### config.mk
export PLATFORM = sky130hd
export DESIGN_NAME = ram_burst_reader_flat
export DESIGN_NICKNAME = d
export VERILOG_FILES = /design/src/rtl/ram_burst_reader_pkg.sv /design/src/rtl/ram_burst_reader_if.sv /design/src/rtl/ram_burst_reader.sv /design/src/flat_wrapper.sv
export SDC_FILE = /design/constraint.sdc
export NUM_CORES = 1
export LEC_CHECK = 0
export ABC_CLOCK_PERIOD_IN_PS = 3150
export BUFFER_PORTS_ARGS = -buffer_cell sky130_fd_sc_hd__buf_2
export CAP_MARGIN = 10
export CORE_ASPECT_RATIO = 1.1
export CORE_UTILIZATION = 55
export DETAILED_ROUTE_END_ITERATION = 16
export PLACE_DENSITY = 0.84
export RECOVER_POWER = 100
export SYNTH_ARGS = -nofsm -noshare
export SYNTH_HDL_FRONTEND = slang
export SYNTH_SLANG_ARGS = --single-unit
### constraint.sdc
create_clock -name clk -period 3.15 [get_ports clk]
set_clock_uncertainty 0.2 [all_clocks]
set_input_delay 0.315 -clock clk [delete_from_list [all_inputs] [get_ports clk]]
set_output_delay 0.315 -clock clk [all_outputs]
set_load 0.05 [all_outputs]
### src/rtl/ram_burst_reader_pkg.sv
// Shared types and helpers for the RAM burst reader: state encoding,
// default geometry and the burst-length clamp.
package ram_burst_reader_pkg;

  localparam int DEF_DATA_W = 8;
  localparam int DEF_ADDR_W = 4;

  typedef enum logic [1:0] {
    IDLE,
    READ,
    DRAIN,
    FINISH
  } state_t;

  // A burst can never cover more words than the RAM holds.
  function automatic int unsigned clamp_len(input int unsigned len, input int unsigned depth);
    return (len > depth) ? depth : len;
  endfunction

endpackage

### src/rtl/ram_burst_reader_if.sv
// Control, RAM read-port and output-stream signals of the burst reader.
// Optional out_parity exists only when RAM_BURST_READER_PARITY_EN is defined.
interface ram_burst_reader_if
  import ram_burst_reader_pkg::*;
#(
  parameter int DATA_W = DEF_DATA_W,
  parameter int ADDR_W = DEF_ADDR_W
);

  logic              start;
  logic [ADDR_W-1:0] start_addr;
  logic [ADDR_W:0]   burst_len;
  logic              abort;
  logic [ADDR_W-1:0] ram_addr;
  logic              ram_en;
  logic [DATA_W-1:0] ram_rdata;
  logic [DATA_W-1:0] out_data;
  logic              out_valid;
  logic              out_last;
  logic              out_ready;
  logic              busy;
  logic              done;
`ifdef RAM_BURST_READER_PARITY_EN
  logic              out_parity;
`endif

  modport master (
    input  start, start_addr, burst_len, abort, ram_rdata, out_ready,
    output ram_addr, ram_en, out_data, out_valid, out_last, busy, done
`ifdef RAM_BURST_READER_PARITY_EN
    , output out_parity
`endif
  );

  modport slave (
    output start, start_addr, burst_len, abort, ram_rdata, out_ready,
    input  ram_addr, ram_en, out_data, out_valid, out_last, busy, done
`ifdef RAM_BURST_READER_PARITY_EN
    , input out_parity
`endif
  );

endinterface

### src/rtl/ram_burst_reader.sv
// Walks an address range on the RAM's asynchronous read port and emits each
// word as a valid/ready beat; RAM_BURST_READER_PARITY_EN adds out_parity.
module ram_burst_reader
  import ram_burst_reader_pkg::*;
#(
  parameter int DATA_W = DEF_DATA_W,
  parameter int ADDR_W = DEF_ADDR_W
) (
  input logic                clk,
  input logic                rst,
  ram_burst_reader_if.master bus
);

  localparam int              REM_W   = ADDR_W + 1;
  localparam int unsigned     DEPTH   = 1 << ADDR_W;
  localparam logic [REM_W-1:0] REM_ONE = REM_W'(1);

  state_t            state_q, state_d;
  logic [ADDR_W-1:0] addr_q, addr_d;
  logic [REM_W-1:0]  rem_q, rem_d;
  logic              ram_en_q, ram_en_d;
  logic [DATA_W-1:0] data_q, data_d;
  logic              valid_q, valid_d;
  logic              last_q, last_d;
  logic              busy_q, busy_d;
  logic              done_q, done_d;
  logic              xfer;
  logic              capture;

  always_comb begin
    state_d  = state_q;
    addr_d   = addr_q;
    rem_d    = rem_q;
    ram_en_d = ram_en_q;
    data_d   = data_q;
    valid_d  = valid_q;
    last_d   = last_q;
    capture  = 1'b0;
    xfer     = valid_q && bus.out_ready;

    case (state_q)
      IDLE: begin
        if (bus.start && !bus.abort) begin
          addr_d = bus.start_addr;
          rem_d  = REM_W'(clamp_len(32'(bus.burst_len), DEPTH));
          if (bus.burst_len == '0) begin
            state_d = FINISH;
          end else begin
            state_d  = READ;
            ram_en_d = 1'b1;
          end
        end
      end
      READ: begin
        // One-entry holding register: refill when empty or draining this edge.
        capture = !valid_q || xfer;
        if (capture) begin
          data_d  = bus.ram_rdata;
          valid_d = 1'b1;
          last_d  = (rem_q == REM_ONE);
          addr_d  = addr_q + 1'b1;
          rem_d   = rem_q - REM_ONE;
          if (rem_q == REM_ONE) begin
            state_d  = DRAIN;
            ram_en_d = 1'b0;
          end
        end
      end
      DRAIN: begin
        if (xfer) begin
          valid_d = 1'b0;
          last_d  = 1'b0;
          state_d = FINISH;
        end
      end
      FINISH: begin
        state_d = IDLE;
      end
      default: begin
        state_d = IDLE;
      end
    endcase

    // Abort wins over any capture or transfer in the same cycle.
    if (state_q != IDLE && bus.abort) begin
      state_d  = IDLE;
      valid_d  = 1'b0;
      last_d   = 1'b0;
      ram_en_d = 1'b0;
      capture  = 1'b0;
    end

    busy_d = (state_d != IDLE);
    done_d = (state_d == FINISH);
  end

  always_ff @(posedge clk or posedge rst) begin
    if (rst) begin
      state_q  <= IDLE;
      addr_q   <= '0;
      rem_q    <= '0;
      ram_en_q <= 1'b0;
      data_q   <= '0;
      valid_q  <= 1'b0;
      last_q   <= 1'b0;
      busy_q   <= 1'b0;
      done_q   <= 1'b0;
    end else begin
      state_q  <= state_d;
      addr_q   <= addr_d;
      rem_q    <= rem_d;
      ram_en_q <= ram_en_d;
      data_q   <= data_d;
      valid_q  <= valid_d;
      last_q   <= last_d;
      busy_q   <= busy_d;
      done_q   <= done_d;
    end
  end

`ifdef RAM_BURST_READER_PARITY_EN
  logic par_q, par_d;

  always_comb begin
    par_d = par_q;
    if (capture) begin
      par_d = ^bus.ram_rdata;
    end
  end

  always_ff @(posedge clk or posedge rst) begin
    if (rst) begin
      par_q <= 1'b0;
    end else begin
      par_q <= par_d;
    end
  end

  assign bus.out_parity = par_q;
`endif

  assign bus.ram_addr  = addr_q;
  assign bus.ram_en    = ram_en_q;
  assign bus.out_data  = data_q;
  assign bus.out_valid = valid_q;
  assign bus.out_last  = last_q;
  assign bus.busy      = busy_q;
  assign bus.done      = done_q;

endmodule

### src/flat_wrapper.sv
// flat-port wrapper written by rule: the top's interface ports become plain ports
module ram_burst_reader_flat import ram_burst_reader_pkg::*;
#(
  parameter int DATA_W = DEF_DATA_W,
  parameter int ADDR_W = DEF_ADDR_W
)
  (clk, rst, bus_start, bus_start_addr, bus_burst_len, bus_abort, bus_ram_rdata, bus_out_ready, bus_ram_addr, bus_ram_en, bus_out_data, bus_out_valid, bus_out_last, bus_busy, bus_done);
  ram_burst_reader_if #(.DATA_W(DATA_W), .ADDR_W(ADDR_W)) bus_i ();
  input logic clk;
  input logic rst;
  input wire logic [$bits(bus_i.start)-1:0] bus_start;
  input wire logic [$bits(bus_i.start_addr)-1:0] bus_start_addr;
  input wire logic [$bits(bus_i.burst_len)-1:0] bus_burst_len;
  input wire logic [$bits(bus_i.abort)-1:0] bus_abort;
  input wire logic [$bits(bus_i.ram_rdata)-1:0] bus_ram_rdata;
  input wire logic [$bits(bus_i.out_ready)-1:0] bus_out_ready;
  output wire logic [$bits(bus_i.ram_addr)-1:0] bus_ram_addr;
  output wire logic [$bits(bus_i.ram_en)-1:0] bus_ram_en;
  output wire logic [$bits(bus_i.out_data)-1:0] bus_out_data;
  output wire logic [$bits(bus_i.out_valid)-1:0] bus_out_valid;
  output wire logic [$bits(bus_i.out_last)-1:0] bus_out_last;
  output wire logic [$bits(bus_i.busy)-1:0] bus_busy;
  output wire logic [$bits(bus_i.done)-1:0] bus_done;
  assign bus_i.start = bus_start;
  assign bus_i.start_addr = bus_start_addr;
  assign bus_i.burst_len = bus_burst_len;
  assign bus_i.abort = bus_abort;
  assign bus_i.ram_rdata = bus_ram_rdata;
  assign bus_i.out_ready = bus_out_ready;
  assign bus_ram_addr = bus_i.ram_addr;
  assign bus_ram_en = bus_i.ram_en;
  assign bus_out_data = bus_i.out_data;
  assign bus_out_valid = bus_i.out_valid;
  assign bus_out_last = bus_i.out_last;
  assign bus_busy = bus_i.busy;
  assign bus_done = bus_i.done;
  ram_burst_reader #(.DATA_W(DATA_W), .ADDR_W(ADDR_W)) u_core (.clk(clk), .rst(rst), .bus(bus_i));
endmodule
==> results.sh <==
export IMPL_cts_root_to_sink_buffers=2
export IMPL_cpPeakStageDelay_ns=0.55
export IMPL_floorplan_die_height_um=54.4
export IMPL_seq_power_share_pct=29.3
export IMPL_netlist_top_cell_by_area="sky130_fd_sc_hd__dfrtp_1"
export IMPL_drt_iter0_markers=35
export IMPL_cell_chain_critical_path="inv_1 > ha_1 > nor2b_1 > a21oi_1 > or2_0 > o22ai_1"
export IMPL_synthesis_yosys_warnings=0
export IMPL_cts_htree_levels=1
export IMPL_fin_hold_ws_ns=0.00427
export IMPL_synthesis_area_per_instance_um2=10.3
export IMPL_synth_net_count=164
export IMPL_timing_worst_slew_pin_value_ns=0.903
export IMPL_cp_slowest_cell="sky130_fd_sc_hd__a21oi_1"
export IMPL_synth_edff_count=0
export IMPL_vias_in_the_first_global_route=1116
export IMPL_ir_drop_uv=921
export IMPL_routed_wl_um=2960
export IMPL_multiInputGateArea_um2=698
export IMPL_run_status="complete, no violations"
export IMPL_synth_top_area_share_pct=43.7
export IMPL_timing_critical_path_fanout_max=13
export IMPL_critPathKind="reg -> reg"
export IMPL_cts_resized=0
export IMPL_hpwlAfterDp_um=2250
export IMPL_routed_wire_length_per_instance_um=14.4
export IMPL_critical_path_required_ns=3.14
export IMPL_setup_viol=0
export IMPL_arrival_ns=2.60
export IMPL_initial_utilization_pct=59.9
export IMPL_globalRoute_totalOverflow=0
export IMPL_floorplan_rows=18
export IMPL_globalplace_congestion=0.906
export IMPL_period_minus_slack_ns=2.61
export IMPL_layout_worst_path_cycle_share_pct=82.7
export IMPL_clock_sinks=24
export IMPL_synth_async_sr_flop_share_pct=100
export IMPL_avg_vias_per_cell=5.66
export IMPL_core_area_um2=2300
export IMPL_synth_seq_cells=24
export IMPL_startpoint_kind_of_the_worst_setup_timing_path="flop"
export IMPL_grt_antenna_before_repair=0
export IMPL_io_buffers=38
export IMPL_post_synth_instance_area_um2=1380
export IMPL_netlist_cell_type_count=37
export IMPL_cts_tree="yes"
export IMPL_timing_max_slew_rel_slack_pct=39.7
export IMPL_p_int_w=0.000908
export IMPL_cts_buffers_inserted=3
export IMPL_timing_critical_path_to_type="flop"
export IMPL_timing_max_cap_violations=0
export IMPL_routed_via_count=1160
export IMPL_leakage_nw=0.727
export IMPL_ys_seq_area_share_pct=43.7
export IMPL_synth_area_top_cells="sky130_fd_sc_hd__dfrtp_1 (44%), sky130_fd_sc_hd__mux2_2 (8.2%), sky130_fd_sc_hd__ha_1 (7.3%)"
export IMPL_seqCellArea_um2=601
export IMPL_drive_gt1_share_pct=21.7
export IMPL_groute_usage_overall_pct=23.4
export IMPL_switching_power_w=0.00103
export IMPL_drc=0
export IMPL_post_cts_repair_setup_buffers=0
export IMPL_rsz0062_at_grt="no"
export IMPL_die_width_um=49.7
export IMPL_ys_flop_type="sky130_fd_sc_hd__dfrtp_1"
export IMPL_first_pass_grt_wire_length_um=4690
export IMPL_synth_most_common_cell="sky130_fd_sc_hd__dfrtp_1"
export IMPL_detailedRoute_firstPassIterationCount=4
export IMPL_clockPowerShare_pct=8.6
export IMPL_synth_commonest_cells="sky130_fd_sc_hd__dfrtp_1 (24), sky130_fd_sc_hd__inv_1 (11), sky130_fd_sc_hd__nor2_1 (11), sky130_fd_sc_hd__mux2_2 (10), sky130_fd_sc_hd__ha_1 (8)"
export IMPL_clock_latency_on_the_worst_skew_pair_ns=0.33
export IMPL_clkTransAtPathRegs_ns=0.14
export IMPL_number_of_max_slew_violations_in_the_final_report=0
export IMPL_holdCritPathClass="in -> reg"
export IMPL_clock_fmax_mhz=384
export IMPL_swShare_pct=53.1
export IMPL_area_growth_from_synthesis_to_layout_pct=16.8
export IMPL_antenna_cells_inserted=0
export IMPL_cell_count_after_synthesis=134
export IMPL_fin_setup_tns_ns=0
export IMPL_route_antenna_remaining_nets=0
export IMPL_io_pins=39
export IMPL_combinational_fraction_of_design_power_pct=62.1
export IMPL_clock_root_buffer="sky130_fd_sc_hd__clkbuf_4"
export IMPL_layout_filler_cells=192
export IMPL_grt_start_max_net_pins=25
export IMPL_power_density_nw_per_um2=1210
export IMPL_die_area_um2=2700
export IMPL_timing_final_hold_violations=0
export IMPL_num_nets_final=206
## layout by cell type, fill, tap and decap left out, types with 2 or more instances in the layout
cell type                       netlist  layout
sky130_fd_sc_hd__mux2_2              10      10
sky130_fd_sc_hd__o21ai_0              6       7
sky130_fd_sc_hd__ha_1                 8       8
sky130_fd_sc_hd__mux2i_1              3       3
sky130_fd_sc_hd__a21oi_1              4       5
sky130_fd_sc_hd__nor2_1              11      11
sky130_fd_sc_hd__nand2_1              5       5
sky130_fd_sc_hd__dlygate4sd3_1        0       2
sky130_fd_sc_hd__nand2b_1             2       2
sky130_fd_sc_hd__nor3_1               5       5
sky130_fd_sc_hd__inv_1               11      11
sky130_fd_sc_hd__clkbuf_4             0       3
sky130_fd_sc_hd__nor2b_1              6       6
sky130_fd_sc_hd__a211oi_1             4       4
sky130_fd_sc_hd__buf_2                1      21
sky130_fd_sc_hd__o22ai_1              4       4
sky130_fd_sc_hd__a2bb2oi_1            4       4
sky130_fd_sc_hd__nand3_1              4       4
sky130_fd_sc_hd__dfrtp_1             24      24
sky130_fd_sc_hd__a32oi_1              2       2
sky130_fd_sc_hd__clkbuf_1             1      18
## layout make-up
class / count / share of cell area (%)
Clock buffer: 4 / 2.26
Sequential cell: 24 / 37.4
Inverter: 11 / 2.57
Tap cell: 30 / 2.34
Timing Repair Buffer: 41 / 12.0
Multi-Input combinational cell: 95 / 43.5
## stage by stage
stage	setup slack (ns)	utilization (%)	std cells	total power [W]	area [µm²]
after floorplan	1.16	-	134	0.00157	1380
after global placement	0.983	68.7	199	0.00177	1580
after detailed placement	0.874	68.7	199	0.00181	1580
after CTS	0.865	71.2	205	0.00198	1640
after global routing	0.373	69.9	205	0.00206	1610
final	0.545	69.9	205	0.00194	1610
## final timing paths
kind                                          startpoint                                  to  slack [ns]  cells after the start
setup reg to reg             u_core.state_q[1]$_DFF_PP0_         u_core.rem_q[0]$_DFFE_PP0P_        0.54                      6
min in group asynchronous                            rst  u_core.bus.out_data[6]$_DFFE_PP0P_        0.50                      3
setup / recovery             u_core.state_q[1]$_DFF_PP0_         u_core.rem_q[0]$_DFFE_PP0P_        0.54                      6
hold / removal                          bus_ram_rdata[7]  u_core.bus.out_data[7]$_DFFE_PP0P_       0.004                      2
hold reg to reg            u_core.bus.ram_en$_DFFE_PP0P_       u_core.bus.ram_en$_DFFE_PP0P_        0.32                      1
max in group asynchronous                            rst         u_core.rem_q[0]$_DFFE_PP0P_        1.68                      3
## critical path: cells and delay by family, from the launching register on
family | cells | cell delay (ns)
fa+ha+maj | 1 | 0.45
buf+inv | 1 | 0.14
flops | 1 | 0.48
simple gates | 2 | 0.50
compound gates | 2 | 0.70
## kinds of logic after synthesis
| logic type | Yosys count | share of synthesized area, % |
|---|---|---|
| AOI/OAI and AO/OA | 35 | 18.4 |
| and+or+nand+nor | 39 | 15.0 |
| adders and majority gates | 8 | 7.28 |
| buffers and inverters | 15 | 5.28 |
| DFF | 24 | 43.7 |
| muxes | 13 | 10.4 |
## sequential cells by signal, summed over array words and instances, names as in the netlist
name and cells:
u_core.bus.out_last 1, u_core.bus.ram_addr 4, u_core.state_q 2, u_core.rem_q 5, u_core.bus.busy 1, u_core.bus.ram_en 1
u_core.bus.out_data 8, u_core.bus.done 1, u_core.bus.out_valid 1
## routing by layer
metal	global-route usage (%)	vias to the layer above	part of all wire (%)
li1	-	569	-
met1	26.9	554	42
met2	43.2	32	52
met3	3.33	5	4.1
met4	11.4	0	1.8
met5	0	-	0
## power groups by stage
stage,clock network [W],logic (W),registers (W)
finish,0.000167,0.00120,0.000567
global route,0.000177,0.00130,0.000589
CTS,0.000171,0.00125,0.000564
detailed placement,0,0.00124,0.000572
global placement,0,0.00121,0.000562
floorplan,0,0.000644,0.000923
## timing repair
item	CTS	global route
endpoints found under the hold margin	25	0
hold buffers	2	0
endpoints found under the setup margin	0	0
No activity file was read; power rests on OpenSTA's default activity.
